**src/rtl/cache_pkg.sv**
```systemverilog
// Shared definitions for the direct-mapped data cache: FSM encoding and address-field geometry.
package cache_pkg;

    typedef enum logic [1:0] {
        S_IDLE      = 2'd0,
        S_WRITEBACK = 2'd1,
        S_FETCH     = 2'd2,
        S_FILL      = 2'd3
    } cache_state_t;

    localparam int TAG_W = 3;
    localparam int IDX_W = 3;
    localparam int OFF_W = 2;

    // Byte address layout: {tag, index, offset}
    localparam int OFF_LSB = 0;
    localparam int IDX_LSB = OFF_LSB + OFF_W;
    localparam int TAG_LSB = IDX_LSB + IDX_W;

endpackage

```
**src/rtl/cache_store.sv**
```systemverilog
// Tag/valid/dirty/data arrays with combinational hit detect and byte readout.
// Latency: lookup is combinational; byte write and line fill land at the next posedge.
// Backpressure: none; the controlling FSM decides when writes are enabled.
module cache_store
    import cache_pkg::*;
#(
    parameter int NUM_BLOCKS  = 8,
    parameter int BLOCK_BYTES = 4
) (
    input  logic                     CLK,
    input  logic                     RESET,
    input  logic [IDX_W-1:0]         index,
    input  logic [TAG_W-1:0]         tag,
    input  logic [OFF_W-1:0]         offset,
    input  logic                     byte_we,
    input  logic [7:0]               byte_wdata,
    input  logic                     fill_we,
    input  logic [8*BLOCK_BYTES-1:0] fill_data,
    output logic                     hit,
    output logic [7:0]               rd_byte,
    output logic                     victim_dirty,
    output logic [TAG_W-1:0]         victim_tag,
    output logic [8*BLOCK_BYTES-1:0] victim_data
);

    logic [NUM_BLOCKS-1:0]    valid_q;
    logic [NUM_BLOCKS-1:0]    dirty_q;
    logic [TAG_W-1:0]         tag_q  [NUM_BLOCKS];
    logic [8*BLOCK_BYTES-1:0] data_q [NUM_BLOCKS];

    assign victim_tag   = tag_q[index];
    assign victim_data  = data_q[index];
    assign victim_dirty = valid_q[index] & dirty_q[index];
    assign hit          = valid_q[index] && (tag_q[index] == tag);
    assign rd_byte      = victim_data[{offset, 3'b000} +: 8];

    always_ff @(posedge CLK or negedge RESET) begin
        if (!RESET) begin
            valid_q <= '0;
            dirty_q <= '0;
        end else if (fill_we) begin
            valid_q[index] <= 1'b1;
            dirty_q[index] <= 1'b0;
        end else if (byte_we) begin
            dirty_q[index] <= 1'b1;
        end
    end

    // Tag and data contents survive reset; only the valid bits gate their use.
    always_ff @(posedge CLK) begin
        if (fill_we) begin
            tag_q[index]  <= tag;
            data_q[index] <= fill_data;
        end else if (byte_we) begin
            data_q[index][{offset, 3'b000} +: 8] <= byte_wdata;
        end
    end

endmodule

```
**src/rtl/data_cache.sv**
```systemverilog
// Direct-mapped write-back write-allocate byte cache in front of a block-wide memory.
// Latency: read hit 0 cycles, write hit 1 posedge; misses add writeback/fetch/fill cycles.
// Backpressure: BUSYWAIT stalls the CPU on a miss; MEM_BUSYWAIT stretches each memory phase.
module data_cache
    import cache_pkg::*;
#(
    parameter int NUM_BLOCKS  = 8,
    parameter int BLOCK_BYTES = 4
) (
    input  logic                     CLK,
    input  logic                     RESET,
    input  logic                     READ,
    input  logic                     WRITE,
    input  logic [7:0]               ADDRESS,
    input  logic [7:0]               WRITEDATA,
    output logic [7:0]               READDATA,
    output logic                     BUSYWAIT,
    output logic                     MEM_READ,
    output logic                     MEM_WRITE,
    output logic [TAG_W+IDX_W-1:0]   MEM_ADDRESS,
    output logic [8*BLOCK_BYTES-1:0] MEM_WRITEDATA,
    input  logic [8*BLOCK_BYTES-1:0] MEM_READDATA,
    input  logic                     MEM_BUSYWAIT
);

    cache_state_t             state_q, state_d;
    logic                     first_q;
    logic [8*BLOCK_BYTES-1:0] stage_q;

    logic [TAG_W-1:0]         addr_tag;
    logic [IDX_W-1:0]         addr_idx;
    logic [OFF_W-1:0]         addr_off;
    logic                     req, is_store, mem_done;
    logic                     hit, victim_dirty, byte_we, fill_we;
    logic [7:0]               rd_byte;
    logic [TAG_W-1:0]         victim_tag;
    logic [8*BLOCK_BYTES-1:0] victim_data;

    assign addr_tag = ADDRESS[TAG_LSB +: TAG_W];
    assign addr_idx = ADDRESS[IDX_LSB +: IDX_W];
    assign addr_off = ADDRESS[OFF_LSB +: OFF_W];
    assign req      = READ | WRITE;
    assign is_store = WRITE & ~READ;
    // The entry cycle of a memory phase never completes it.
    assign mem_done = ~first_q & ~MEM_BUSYWAIT;

    cache_store #(
        .NUM_BLOCKS  (NUM_BLOCKS),
        .BLOCK_BYTES (BLOCK_BYTES)
    ) u_store (
        .CLK          (CLK),
        .RESET        (RESET),
        .index        (addr_idx),
        .tag          (addr_tag),
        .offset       (addr_off),
        .byte_we      (byte_we),
        .byte_wdata   (WRITEDATA),
        .fill_we      (fill_we),
        .fill_data    (stage_q),
        .hit          (hit),
        .rd_byte      (rd_byte),
        .victim_dirty (victim_dirty),
        .victim_tag   (victim_tag),
        .victim_data  (victim_data)
    );

    always_ff @(posedge CLK or negedge RESET) begin
        if (!RESET) begin
            state_q <= S_IDLE;
            first_q <= 1'b0;
            stage_q <= '0;
        end else begin
            state_q <= state_d;
            first_q <= (state_d != state_q);
            if (state_q == S_FETCH && mem_done) begin
                stage_q <= MEM_READDATA;
            end
        end
    end

    always_comb begin
        state_d = state_q;
        case (state_q)
            S_IDLE:      if (req && !hit) state_d = victim_dirty ? S_WRITEBACK : S_FETCH;
            S_WRITEBACK: if (mem_done) state_d = S_FETCH;
            S_FETCH:     if (mem_done) state_d = S_FILL;
            S_FILL:      state_d = S_IDLE;
            default:     state_d = S_IDLE;
        endcase
    end

    // Outputs are forced quiet while reset is held, even if a request is present.
    always_comb begin
        BUSYWAIT      = 1'b0;
        READDATA      = 8'h00;
        MEM_READ      = 1'b0;
        MEM_WRITE     = 1'b0;
        MEM_ADDRESS   = '0;
        MEM_WRITEDATA = '0;
        byte_we       = 1'b0;
        fill_we       = 1'b0;
        if (RESET) begin
            case (state_q)
                S_IDLE: begin
                    BUSYWAIT = req & ~hit;
                    byte_we  = is_store & hit;
                    if (READ && hit) READDATA = rd_byte;
                end
                S_WRITEBACK: begin
                    BUSYWAIT      = 1'b1;
                    MEM_WRITE     = 1'b1;
                    MEM_ADDRESS   = {victim_tag, addr_idx};
                    MEM_WRITEDATA = victim_data;
                end
                S_FETCH: begin
                    BUSYWAIT    = 1'b1;
                    MEM_READ    = 1'b1;
                    MEM_ADDRESS = {addr_tag, addr_idx};
                end
                S_FILL: begin
                    BUSYWAIT = 1'b1;
                    fill_we  = 1'b1;
                end
                default: ;
            endcase
        end
    end

endmodule

```
**config.mk**
```make
export PLATFORM = sky130hd
export DESIGN_NAME = data_cache
export DESIGN_NICKNAME = d
export VERILOG_FILES = /design/src/rtl/cache_pkg.sv /design/src/rtl/cache_store.sv /design/src/rtl/data_cache.sv
export SDC_FILE = /design/constraint.sdc
export NUM_CORES = 1
export LEC_CHECK = 0
export CORE_ASPECT_RATIO = 1.4
export CORE_MARGIN = 5
export CORE_UTILIZATION = 59
export CTS_CLUSTER_DIAMETER = 50
export CTS_CLUSTER_SIZE = 20
export DETAILED_ROUTE_END_ITERATION = 12
export PLACE_DENSITY = 0.8
export SLEW_MARGIN = 15
export SYNTH_ARGS = -nofsm -noshare
export SYNTH_HDL_FRONTEND = slang
export SYNTH_HIERARCHICAL = 1
export SYNTH_SLANG_ARGS = --single-unit
export TNS_END_PERCENT = 30
```
**constraint.sdc**
```tcl
create_clock -name CLK -period 4.1 [get_ports CLK]
set_clock_uncertainty 0.15 [all_clocks]
set_input_delay 0.82 -clock CLK [delete_from_list [all_inputs] [get_ports CLK]]
set_output_delay 0.82 -clock CLK [all_outputs]
set_load 0.05 [all_outputs]
```
==> After elaboration in Yosys (flattened, before gate mapping) <==
Memory sizes are Yosys's and may differ from the RTL's.
Index checks and enable logic that the tools add are counted.
{ "classes": {"addsub": 1, "order_cmp": 2, "n_eq_ne": 5, "n_shift": 3, "muxes": 67, "bitwise_logic": 46, "reduce_logical": 9} }
{ "op_table": {"columns": ["cell", "n"], "rows": [
  ["$mux 32", 3],
  ["$mux 1", 48],
  ["$mux 8", 5],
  ["$or 1x1->1", 33],
  ["$shift 8x7->32 const A", 1],
  ["$shiftx 32x6->8", 1],
  ["$shiftx 8x7->32", 1],
  ["$or 8x8->8", 2],
  ["$pmux 6 s2", 1],
  ["$and 8x8->8", 1],
  ["$mux 2", 4],
  ["$not 8->8", 1],
  ["$pmux 2 s4", 1],
  ["$neg 5->7", 1],
  ["$bmux 1 s3", 2],
  ["$mux 6", 1],
  ["$and 1x1->1", 5],
  ["$logic_and 1x1->1", 5],
  ["$eq 2x2->1 const B", 2],
  ["$lt 3x4->1 const B", 1],
  ["$not 1->1", 4],
  ["$demux 1 s3", 1],
  ["$eq 3x3->1", 1],
  ["$ge 3x1->1 const B", 1],
  ["other kinds (7)", 7]
]} }
{ "totals": {"register_bits": 51, "mem_bits_rw": 280, "in_bits": 53, "output_inout_bits": 49, "word_cells": 140, "mem_count": 2} }
{ "mem_list": {"columns": ["memory", "words", "width", "read_ports", "rd_ports_with_merged_regs", "wr", "line_no", "rtl"], "rows": [
  ["u_store.data_q", 8, 32, 1, 0, 1, "cache_store.sv:29", "logic [8*BLOCK_BYTES-1:0] data_q [NUM_BLOCKS];"],
  ["u_store.tag_q", 8, 3, 1, 0, 1, "cache_store.sv:28", "logic [TAG_W-1:0] tag_q [NUM_BLOCKS];"]
]} }

==> Logic depth before layout (Yosys ltp) <==
{ "logic_depth": {"word_depth": 10, "depth_mapped": 15, "ltp_nobuf": 11} }

==> Hierarchy <==
The synthesis kept the hierarchy.
{ "modules_own_cells": {"columns": ["mod", "instances", "cells_per_inst", "area_per_inst_um2", "seq_area_each_um2"], "rows": [
  ["cache_store", 1, 760, 12408.2, 8808.4],
  ["data_cache", 1, 167, 1899.3, 875.8]
]} }

==> Worst setup path before layout <==
No wires, ideal clock.
{ "synth_timing": {"path_type": "input to output", "startpoint": "input ADDRESS[2]", "endpoint": "output BUSYWAIT", "arrival_ps": 3450, "setup_slack_ps": -320, "cell_stages": 10, "cell_sequence": "buf_6 -> buf_12 -> buf_12 -> mux4_2 -> nand2_1 -> nand2_1 -> xnor2_1 -> and3_1 -> o21bai_1 -> a21boi_0"} }
{ "synth_via": {"elab_chain_len": 7, "word_cells_on_any_way": 9} }
{ "synth_rtl": {"columns": ["item", "line_no", "rtl"], "rows": [
  ["from (decl)", "data_cache.sv:14", "input logic [7:0] ADDRESS,"],
  ["$mem_v2 8x3", null, null],
  ["net victim_tag[2]", "data_cache.sv:36", "logic [TAG_W-1:0] victim_tag;"],
  ["$eq 3x3->1", "cache_store.sv:34", "assign hit = valid_q[index] && (tag_q[index] == tag);"],
  ["$logic_and 1x1->1", "cache_store.sv:34", null],
  ["net hit", "data_cache.sv:34", "logic hit, victim_dirty, byte_we, fill_we;"],
  ["$not 1->1", "data_cache.sv:105", "BUSYWAIT = req & ~hit;"],
  ["$and 1x1->1", "data_cache.sv:105", null],
  ["$pmux 1 s2", "data_cache.sv:103", "case (state_q)"],
  ["$mux 1", "data_cache.sv:102", "if (RESET) begin"],
  ["to (decl)", "data_cache.sv:17", "output logic BUSYWAIT,"]
]} }
The timed path passes the listed nets, and every way through them passes these cells. The select of a mux whose other input is x is not followed.

==> Worst setup path in the final report <==
{ "layout_timing": {"startpoint": "input ADDRESS[4]", "endpoint": "output READDATA[3]"} }
{ "layout_via": {"word_cells_on_any_way": 11} }
{ "layout_lines": {"columns": ["item", "line_no", "rtl"], "rows": [
  ["$mem_v2 8x32", null, null],
  ["$shiftx 32x6->8", "cache_store.sv:35", "assign rd_byte = victim_data[{offset, 3'b000} +: 8];"],
  ["net rd_byte[3]", "data_cache.sv:35", "logic [7:0] rd_byte;"],
  ["$mux 8", "data_cache.sv:107", "if (READ && hit) READDATA = rd_byte;"],
  ["$mux 8", "data_cache.sv:103", null],
  ["$mux 8", "data_cache.sv:102", null],
  ["to (decl)", "data_cache.sv:16", "output logic [7:0] READDATA,"]
]} }
The timed path passes the listed nets, and every way through them passes these cells. The select of a mux whose other input is x is not followed.

==> summary.txt <==
Outcome
  – Status: finished, final reports clean

CTS
  – Clock Latency Late Sink: 0.53 ns
  – Post-CTS setup buffer count: 0
  – CTS tree: built
  – Hold-fix buffers, CTS: 0
  – CTS buffer count: 22
  – PostCTS Resize Cnt: 0
  – Clock tree buffer depth: 3
  – H-tree level count: 1
  – CTS Sinks: 331
  – CTS clk-pin slew, worst paths: 0.08 ns
  – Root Buffer Master: clkbuf_16

Die
  – Initial Util: 59.88%
  – Die ar.: 27510 um2
  – Num ports: 102
  – Die Wd: 141.6 um
  – Row count: 67
  – Die height: 194.3 um
  – Core area: 23890 um2

Worst setup path
  – Kind of critical path: in2out
  – WP data required: 3.13 ns
  – Reg2reg start: u_store/tag_q[4][0]
  – R2R Setup Slk: 0.71 ns
  – Nature of the critical path endpoint: output port
  – Worst Setup Start Kind: primary input
  – Reg2reg end: u_store/data_q[3][28]
  – Worst Path Arrival: 3.04 ns
  – Worst Reg-to-Reg Cells: 13
  – CP max FO: 11

Timing
  – Fmax: 249.2 MHz
  – Endpoints failing hold: 0
  – RSZ-0062 raised after global routing: no
  – Hold Slack: 0.05146 ns
  – Worst Tran Pin Value: 0.5968 ns
  – Slew headroom: 60.21%
  – Min Tclk post-route: 4.013 ns
  – Final slew viol count: 0
  – Finish-stage setup viols: 0
  – Period utilisation layout: 97.88%

Global routing
  – Largest net degree at the start of global routing: 40
  – Met3 Usage GRT: 6.366%
  – GR Layer Usage met1: 36.66%
  – Number of global-route vias before repair: 9629
  – Total gr overflow: 0
  – Gr busiest metal: met2
  – Met2 Resource Use GR: 46.15%
  – First-pass GRT wire length: 58470 um
  – Initial antenna violation count: 1
  – Total GRT Usage: 28.17%

Logic synthesis
  – Post-Synthesis Cells: 927
  – Dominant synthesized flop cell: edfxtp_1
  – Async set-reset flop share out of synthesis: 15.41%
  – Synth Area in Simple Gates: 8.107%
  – Adder-cell share of the synthesized area: 0.8745%
  – Syn_area_per_cell: 15.43 um2
  – Synth cell types: 70
  – Register area share after synthesis: 67.69%
  – Flops & latches, synth: 331
  – Number of synthesized flops with an enable pin: 280
  – Synth Area in XOR/XNOR: 0.2449%
  – Synth Warn #: 6
  – Synth Area in Compound Gates: 9.899%
  – Post-Syn Nets: 990
  – Post-Syn Area: 14310 um2
  – Post-synthesis mux area share: 10.35%
  – Largest family of logic cells by synthesized area: multiplexers

Final layout
  – Share of cells above drive strength 1: 28.77%
  – Commonest non-fill, non-tap cell in the layout: edfxtp_1
  – Commonest non-fill, non-tap cells in the layout: 280 x edfxtp_1, 156 x buf_4, 61 x nor2_1
  – Synth-to-Final Area Change: 22.97%
  – Fin nets: 1208
  – Diodes inserted: 0
  – Core Util, Final: 73.64%

Drt
  – Antenna viol nets, final: 0
  – DRC Markers: 0
  – DR vias: 9523
  – Routed wire per std cell: 26.34 um
  – Via-to-Cell Ratio: 6.474
  – Total length of routed wires: 38750 um
  – First-pass detailed-route iteration total: 6
  – DRT iter0 DRCs: 1295

Power
  – PwrDens: 500.8 nW/um2
  – Power Total: 8.812 mW
  – Peak supply drop: 0.0003779 V
  – Leakage: 6.585 nW

Worst hold path
  – Hold crit path type: in2async

Placement
  – GP Congestion: 0.9232
  – Hpwl dp: 28000 um
  – Port bufs: 101

Run
  – Max_cap viols: 0
## flip-flops by register name, summed over array words and instances (netlist names), named ones only
signal	flops
first_q	1
u_store/tag_q	24
stage_q	32
u_store/data_q	256
state_q	2
u_store/valid_q	8
## cell type report
cell class / count / area (um2)
sequential: 331 / 9684
timing repair buffer: 251 / 2534
multi-input combinational: 526 / 4240
fill: 1396 / 6297
tap: 310 / 387.9
inverter: 13 / 48.80
clock buffer: 31 / 615.6
clock inverter: 9 / 83.83
## per-layer routing
layer  part of all wire, %  wire, um  up-vias
li1                      -         -     4083
met1                    35     13640     4632
met2                    49     18890      704
met3                    12      4514      104
met4                   4.4      1704        0
met5                     0         0        -
## critical path, cell delays in order
cell	delay [ns]
buf_2	0.22
buf_12	0.19
nor2b_2	0.29
a221o_1	0.23
a211oi_1	0.09
buf_4	0.15
a311oi_1	0.50
a221o_1	0.22
and2_1	0.18
buf_12	0.15
## synth_stat cells, drive strengths merged (2+ instances only)
cell type | instances | area [um2]
nand2b | 3 | 18.77
nor3 | 7 | 40.04
a222oi | 3 | 30.03
and3b | 2 | 17.52
a221oi | 20 | 187.7
o2111ai | 2 | 17.52
o21a | 2 | 15.01
a22o | 36 | 315.3
mux2i | 28 | 280.3
and2 | 22 | 137.6
ha | 10 | 125.1
inv | 13 | 48.80
o221ai | 8 | 82.58
or3 | 2 | 12.51
o31ai | 4 | 30.03
nor3b | 5 | 48.80
dfrtp | 51 | 1276
buf | 34 | 270.3
clkbuf | 23 | 86.33
a211oi | 4 | 30.03
xnor2 | 2 | 17.52
mux4 | 26 | 593.1
nand2 | 54 | 202.7
o22a | 3 | 26.28
a21o | 2 | 15.01
o21ai | 19 | 95.09
nor2b | 8 | 52.55
o211ai | 9 | 67.56
or2 | 12 | 75.07
a31oi | 8 | 50.05
mux2 | 53 | 608.1
a22oi | 19 | 142.6
edfxtp | 280 | 8408
nand3 | 5 | 25.02
nor2 | 61 | 229.0
and4 | 2 | 17.52
xor2 | 2 | 17.52
a221o | 11 | 110.1
and3 | 40 | 250.2
o22ai | 3 | 18.77
a21oi | 13 | 65.06
o2bb2ai | 3 | 26.28
## cells by family (layout without fill, tap and decap cells)
group | after synthesis | after routing
flops | 331 | 331
xor+xnor | 4 | 4
compound gates | 179 | 179
simple gates | 226 | 226
fa+ha+maj | 10 | 10
buf+inv | 70 | 304
mux | 107 | 107
## worst max path at each step
stage / startpoint / slack, ns / to
floorplan: ADDRESS[2] / -0.1 / u_store/data_q[6][10]
global placement: ADDRESS[4] / 0.06 / READDATA[7]
detailed placement: ADDRESS[4] / 0.06 / READDATA[7]
CTS: ADDRESS[4] / 0.03 / READDATA[7]
global route: ADDRESS[4] / 0.06 / READDATA[6]
finish: ADDRESS[4] / 0.09 / READDATA[3]
## report_power, final
part	internal (mW)	switching [mW]	leakage (nW)	total, mW
Sequential	4.31	0.190	3.15	4.50
Clock	1.13	1.09	0.345	2.22
Combinational	0.929	1.16	3.09	2.09
Total	6.37	2.44	6.59	8.81
## stage by stage
step                cells  setup WS, ns  setup TNS [ns]  instance area [um2]
detailed placement   1431       0.05815               0                16870
global route         1471       0.05739               0                17590
CTS                  1471       0.03267               0                17570
global placement     1431       0.05709               0                16870
finish               1471       0.08683               0                17590
floorplan             927      -0.09561          -1.530                14310
(Power assumes the default switching activity.)
